--- src/rtl/la_txd_pkg.sv ---
// la_txd_pkg: shared types and constants for the analyzer-to-UART word
// serializer.
//   state_e            - serializer FSM state (IDLE, REQ, WAIT, DONE)
//   LA_BYTE_W          - UART byte width
//   LA_WORD_W_DEFAULT  - default analyzer word width
package la_txd_pkg;

  localparam int LA_BYTE_W         = 8;
  localparam int LA_WORD_W_DEFAULT = 16;

  typedef enum logic [1:0] {
    ST_IDLE = 2'd0,
    ST_REQ  = 2'd1,
    ST_WAIT = 2'd2,
    ST_DONE = 2'd3
  } state_e;

endpackage

--- src/rtl/la_txd_serializer_rise_detect.sv ---
// rise_detect: single-bit registered rising-edge detector.
//   clk  in  - clock, rising edge
//   rst  in  - synchronous active-high reset; the previous level loads RST_VAL
//   d    in  - level to watch
//   rise out - d is high now and was low in the previous cycle
// With RST_VAL = 1 a level that is already high coming out of reset is not
// reported as an edge; it must fall and rise again.
module rise_detect #(
  parameter logic RST_VAL = 1'b1
) (
  input  logic clk,
  input  logic rst,
  input  logic d,
  output logic rise
);

  logic prev_q;
  logic prev_d;

  always_comb prev_d = d;

  always_ff @(posedge clk) begin
    if (rst) prev_q <= RST_VAL;
    else     prev_q <= prev_d;
  end

  assign rise = d & ~prev_q;

endmodule

--- src/rtl/la_txd_serializer.sv ---
// la_txd_serializer: splits one analyzer word into WORD_W/8 byte requests to
// the UART, waiting for the UART completion edge between bytes.
// Optional watchdog: define LA_TXD_WATCHDOG_EN to abort a byte that gets no
// completion edge within WDT_CYCLES cycles.
//
// Ports:
//   CLK, RST            - clock; synchronous active-high reset
//   TXD_ENABLE, TXD     - one-cycle word request and the word (sampled then)
//   TXD_DONE            - one-cycle pulse when the word finishes or aborts
//   BUSY                - high from the cycle after acceptance through TXD_DONE
//   OVERRUN             - sticky; a TXD_ENABLE arrived while REQ/WAIT
//   UART_TX_REQ         - one-cycle byte request
//   UART_TX_DATA        - byte, held from request until the completion edge
//   UART_TX_END         - UART completion level; only its rising edge counts
//   TIMEOUT             - one-cycle watchdog abort pulse (0 without watchdog)
//   DBG_STATE           - current FSM state for observation
//
// Handshake: the analyzer side is a fire-and-forget pulse; a word is accepted
// only in IDLE or DONE, anything else is dropped and flagged in OVERRUN. The
// UART side issues UART_TX_REQ for exactly one cycle and then treats the next
// rising edge of UART_TX_END as the byte's completion; the next request or
// TXD_DONE follows on the cycle after that edge.
module la_txd_serializer
  import la_txd_pkg::*;
#(
  parameter int WORD_W     = LA_WORD_W_DEFAULT,
  parameter bit LSB_FIRST  = 1'b1,
  parameter int WDT_CYCLES = 2**20
) (
  input  logic                 CLK,
  input  logic                 RST,
  input  logic                 TXD_ENABLE,
  input  logic [WORD_W-1:0]    TXD,
  output logic                 TXD_DONE,
  output logic                 BUSY,
  output logic                 OVERRUN,
  output logic                 UART_TX_REQ,
  output logic [LA_BYTE_W-1:0] UART_TX_DATA,
  input  logic                 UART_TX_END,
  output logic                 TIMEOUT,
  output state_e               DBG_STATE
);

  localparam int NB    = WORD_W / LA_BYTE_W;
  localparam int IDX_W = (NB > 1) ? $clog2(NB) : 1;
  localparam logic [IDX_W-1:0] LAST_IDX = IDX_W'(NB - 1);

  state_e                 state_q, state_d;
  logic [WORD_W-1:0]      word_q, word_d, word_shift;
  logic [IDX_W-1:0]       idx_q, idx_d;
  logic [LA_BYTE_W-1:0]   data_q, data_d;
  logic                   done_q, done_d;
  logic                   busy_q, busy_d;
  logic                   ovr_q, ovr_d;
  logic                   req_q, req_d;
  logic                   timeout_q, timeout_d;
  logic                   end_rise;
  logic                   wdt_expire;

  // The byte to send is always at the "front" of the shift register, so the
  // selection does not depend on the index.
  function automatic logic [LA_BYTE_W-1:0] first_byte(input logic [WORD_W-1:0] w);
    if (LSB_FIRST) return w[LA_BYTE_W-1:0];
    else           return w[WORD_W-1 -: LA_BYTE_W];
  endfunction

  rise_detect #(.RST_VAL(1'b1)) u_end_rise (
    .clk  (CLK),
    .rst  (RST),
    .d    (UART_TX_END),
    .rise (end_rise)
  );

`ifdef LA_TXD_WATCHDOG_EN
  localparam int WDT_W = (WDT_CYCLES > 1) ? $clog2(WDT_CYCLES) : 1;
  localparam logic [WDT_W-1:0] WDT_LAST = WDT_W'(WDT_CYCLES - 1);

  logic [WDT_W-1:0] wdt_q, wdt_d;

  assign wdt_expire = (state_q == ST_WAIT) && (wdt_q == WDT_LAST);

  // Counts only while staying in WAIT; any exit (completion, abort) or
  // entry to REQ leaves it at zero for the next byte.
  always_comb begin
    wdt_d = '0;
    if ((state_q == ST_WAIT) && (state_d == ST_WAIT)) wdt_d = wdt_q + WDT_W'(1);
  end

  always_ff @(posedge CLK) begin
    if (RST) wdt_q <= '0;
    else     wdt_q <= wdt_d;
  end
`else
  logic unused_wdt;
  assign unused_wdt = (WDT_CYCLES > 0);
  assign wdt_expire = 1'b0;
`endif

  always_comb begin
    state_d    = state_q;
    word_d     = word_q;
    idx_d      = idx_q;
    data_d     = data_q;
    ovr_d      = ovr_q;
    timeout_d  = 1'b0;
    word_shift = LSB_FIRST ? (word_q >> LA_BYTE_W) : (word_q << LA_BYTE_W);

    case (state_q)
      ST_IDLE, ST_DONE: begin
        if (TXD_ENABLE) begin
          state_d = ST_REQ;
          word_d  = TXD;
          idx_d   = '0;
          data_d  = first_byte(TXD);
        end else begin
          state_d = ST_IDLE;
        end
      end
      ST_REQ: begin
        if (TXD_ENABLE) ovr_d = 1'b1;
        state_d = ST_WAIT;
      end
      ST_WAIT: begin
        if (TXD_ENABLE) ovr_d = 1'b1;
        // A completion edge wins over a watchdog expiry in the same cycle.
        if (end_rise) begin
          if (idx_q == LAST_IDX) begin
            state_d = ST_DONE;
          end else begin
            state_d = ST_REQ;
            idx_d   = idx_q + IDX_W'(1);
            word_d  = word_shift;
            data_d  = first_byte(word_shift);
          end
        end else if (wdt_expire) begin
          state_d   = ST_DONE;
          timeout_d = 1'b1;
        end
      end
      default: state_d = ST_IDLE;
    endcase

    // Outputs are registered from the next state so they line up with it.
    done_d = (state_d == ST_DONE);
    busy_d = (state_d != ST_IDLE);
    req_d  = (state_d == ST_REQ);
  end

  always_ff @(posedge CLK) begin
    if (RST) begin
      state_q   <= ST_IDLE;
      word_q    <= '0;
      idx_q     <= '0;
      data_q    <= '0;
      done_q    <= 1'b0;
      busy_q    <= 1'b0;
      ovr_q     <= 1'b0;
      req_q     <= 1'b0;
      timeout_q <= 1'b0;
    end else begin
      state_q   <= state_d;
      word_q    <= word_d;
      idx_q     <= idx_d;
      data_q    <= data_d;
      done_q    <= done_d;
      busy_q    <= busy_d;
      ovr_q     <= ovr_d;
      req_q     <= req_d;
      timeout_q <= timeout_d;
    end
  end

  assign TXD_DONE     = done_q;
  assign BUSY         = busy_q;
  assign OVERRUN      = ovr_q;
  assign UART_TX_REQ  = req_q;
  assign UART_TX_DATA = data_q;
  assign TIMEOUT      = timeout_q;
  assign DBG_STATE    = state_q;

endmodule

--- config.mk ---
export PLATFORM = sky130hd
export DESIGN_NAME = la_txd_serializer
export DESIGN_NICKNAME = d
export VERILOG_FILES = /design/src/rtl/la_txd_pkg.sv /design/src/rtl/la_txd_serializer_rise_detect.sv /design/src/rtl/la_txd_serializer.sv
export SDC_FILE = /design/constraint.sdc
export NUM_CORES = 1
export LEC_CHECK = 0
export CORE_MARGIN = 3
export CORE_UTILIZATION = 39
export DETAILED_ROUTE_END_ITERATION = 12
export GPL_TIMING_DRIVEN = 0
export PLACE_DENSITY_LB_ADDON = 0.2
export SLEW_MARGIN = 0
export SYNTH_ARGS = -nofsm -noshare
export SYNTH_HDL_FRONTEND = slang
export SYNTH_SLANG_ARGS = --single-unit
export TNS_END_PERCENT = 100
--- constraint.sdc ---
create_clock -name CLK -period 1.75 [get_ports CLK]
set_input_delay 0.525 -clock CLK [delete_from_list [all_inputs] [get_ports CLK]]
set_output_delay 0.525 -clock CLK [all_outputs]
set_load 0.1 [all_outputs]
==> impl_results.md <==
- DR WL met2: 1239 um
- Overflow after GRT: 0
- Largest net degree at the start of global routing: 15
- Clk_lat worst skew: between 0.3 and 0.4 ns
- Final Power: roughly 1.4 mW
- CTS clock-pin slew for the worst setup and hold paths: roughly 0.12 ns
- TritonCTS Sinks: 24
- Final Hold Vio Count: 0
- Setup Viol. Count Final: 0
- Die ar.: 0.003980 mm^2
- Unique cell type count in the Yosys netlist: 36
- Max clock buf depth: 2
- Final ANT Viol Nets: 0
- Synth Instances: roughly 130
- Routed vias: 1037
- Vias in the first global route: a little over 1000
- Syn Nets: around 150
- TritonCTS Buffers: 3
- Post-DP Area: around 0.0017 mm^2
- Final Max Tran Viols: 0
- Average cell area after synthesis: roughly 10 um^2
- Max stage delay on crit path: 0.54 ns
- Met1 WL: approximately 1300 um
- Hpwl dp: roughly 2100 um
- Avg WL per Cell: 13.10 um
- Vias per std cell: 5.010
- Status: finished clean
- Startpoint Class: flop
- Setup crit end kind: output pin
- YS warnings: 0
- Routed wire length: roughly 2700 um
- F_max: between 0.5 and 0.6 GHz
- Antenna cells: 0
- Max_cap viols: 0
- RSZ-0062 raised after global routing: yes
- # H-tree levels: 1
- Initial Util: between 40 and 50%
- Layout fillers: 292
- Power per cell area: between 800 and 900 mW/mm^2
- Final instance area: roughly 0.0017 mm^2
- Die W: between 60 and 70 um
- CP Cell Sequence: clkdlybuf4s15_2
- Final worst path period need: 1.704 ns
- Critical path buffers and inverters: 1
- Core area: a little over 0.003 mm^2
- Ports: 35
- Layout cells sized above 1: 33.13%
- Post-route DRC: 0
- IO buf count: 33
- Drt pass-1 iters: 4
- Skew final: about 0.0027 ns
- Met3 WL: around 160 um
- CTS tree: built
- Mapped cell area: between 0.001 and 0.0015 mm^2
- Nets: around 190
- Hold Crit Class: flop to flop
- Post-synthesis register bit count: 24
- Pleak: between 0.6 and 0.7 nW
- Highest Signal Layer: met4
- Site row count: 20
- Hold buffer count at cts: 0
- Peak supply drop: roughly 640 uV
- Antenna violations before repair: 0
- Final worst path period share: a little over nine tenths
- Delay-heaviest family, CP: buffers and inverters
- Worst-path maximum fanout: 1
- Global-route wire length before repair: ~4800 um
- Actual slew at the worst max-slew pin: about 0.54 ns
- Crit Path Category: flop to output pin
- Seq/Total Area, Yosys: 37.80%
- Max-slew headroom: about 64%
- Worst path slowest cell: clkdlybuf4s15_2
- All-Layer GR Usage: 14.67%
- Root buffer cell: clkbuf_4
- Routability Congestion: 0.7847
- Final Util: a little under three fifths
- CP required: approximately 1.2 ns
- Area Overhead vs Synth: 34.25%
- Starting DRC count in detailed routing: 83
- Die Span Y: approximately 63 um
- Arrival @ worst endpoint: ~1.2 ns
routing by layer:
layer	vias to the layer above	global-route usage, %
li1	538	-
met1	467	20.88
met2	30	21.61
met3	2	4.456
met4	0	3.306
met5	-	0
placed cells by master (no fill, tap or decap), types with 2 or more instances in the layout:
cell type	synthesis	routed
buf_4	11	13
a31o_1	3	3
clkdlybuf4s50_1	0	19
a31o_2	5	5
mux2i_1	8	8
a311oi_1	2	2
a2111oi_4	2	2
inv_1	3	2
clkdlybuf4s18_2	0	2
dfxtp_4	0	2
a22oi_1	8	8
a2111oi_0	6	2
dfxtp_1	24	22
buf_6	4	4
a2111oi_1	0	3
or2_2	2	2
nand3_1	8	8
nor2_1	2	2
a21oi_1	11	11
clkbuf_4	0	7
buf_2	2	7
nor2b_1	3	3
timing repair:
action | CTS | global route
setup endpoints to repair | 14 | 13
hold endpoints to repair | 0 | 0
setup buffers | 0 | 0
resized for setup | 63 | 16
stage by stage:
| step | hold slack, ns | setup WS, ns | setup TNS [ns] | instances |
|---|---|---|---|---|
| floorplan | 0.4507 | 0.002198 | 0 | 126 |
| global placement | 0.4632 | -0.3070 | -7.922 | 203 |
| detailed placement | 0.4746 | -0.3142 | -8.364 | 203 |
| CTS | 0.4973 | 0.02713 | 0 | 207 |
| global route | 0.5195 | -0.005671 | -0.008106 | 207 |
| finish | 0.4984 | 0.04594 | 0 | 207 |
Yosys cell counts:
master	number	share of area (%)
clkinv_1	1	0.29
nand4bb_1	1	0.89
o21ba_2	1	0.79
buf_4	11	6.5
o22ai_1	1	0.49
o21ai_0	1	0.39
mux2i_1	8	6.3
buf_2	2	0.79
o31ai_1	1	0.59
nand2b_4	1	1.1
and4b_1	1	0.79
buf_8	1	1.2
nor2_1	2	0.59
a22oi_1	8	4.7
nand3_1	8	3.1
ha_1	2	2.0
a2111oi_0	6	4.1
a311o_1	1	0.79
nand2b_1	1	0.49
buf_6	4	3.5
and3b_1	1	0.69
nand2_1	1	0.29
a311oi_1	2	1.4
dfxtp_1	24	38
clkbuf_1	2	0.59
a2111oi_4	2	4.3
or2_2	2	0.98
nor3_1	2	0.79
nor2b_1	3	1.5
a31o_2	5	3.4
inv_1	3	0.89
conb_1	1	0.29
a21oi_1	11	4.3
a21o_1	1	0.59
a31o_1	3	2.1
o211ai_1	1	0.59
worst paths after layout:
path / start / end / slack [ns] / cells past startpoint
max: BUSY$_SDFF_PP0_ / BUSY / 0.05 / 1
min: word_q[2]$_SDFFE_PP0P_ / word_q[2]$_SDFFE_PP0P_ / 0.50 / 1
max reg2reg: DBG_STATE[0]$_SDFF_PP0_ / word_q[1]$_SDFFE_PP0P_ / 0.10 / 8
min reg2reg: word_q[2]$_SDFFE_PP0P_ / word_q[2]$_SDFFE_PP0P_ / 0.50 / 1
power by group:
| part | internal, mW | total [mW] | switching (mW) | leakage (nW) |
|---|---|---|---|---|
| Sequential | 0.580 | 0.604 | 0.0238 | 0.199 |
| Combinational | 0.151 | 0.424 | 0.273 | 0.413 |
| Clock | 0.231 | 0.387 | 0.155 | 0.0279 |
flip-flops by register name, summed over array words and instances (netlist names):
register,cells
word_q,16
DBG_STATE,2
BUSY,1
OVERRUN,1
TXD_DONE,1
UART_TX_REQ,1
idx_q,1
u_end_rise.prev_q,1
logic make-up (layout without fill, tap and decap cells):
group / after synthesis / in the layout / share of synthesized area, %
adder cells (fa/ha/maj): 2 / 2 / 1.968
multiplexers: 8 / 8 / 6.299
buffers and inverters: 24 / 61 / 13.78
AND/OR/NAND/NOR: 23 / 23 / 11.22
other: 1 / 1 / 0.2950
AO/OA/AOI/OAI: 44 / 44 / 28.64
flip-flops: 24 / 24 / 37.80
area by class of cell:
cell class                 instances  area [um^2]  share of cell area (%)
buffer                            20        163.9                   9.604
clock buffer                       3        22.52                   1.320
clock inverter                     1        30.03                   1.760
inverter                           4        15.01                  0.8798
multi-input combinational         78        643.1                   37.68
sequential                        24        488.0                   28.59
tap                               44        55.05                   3.226
timing repair buffer              33        289.0                   16.94
(Power assumes the default switching activity.)
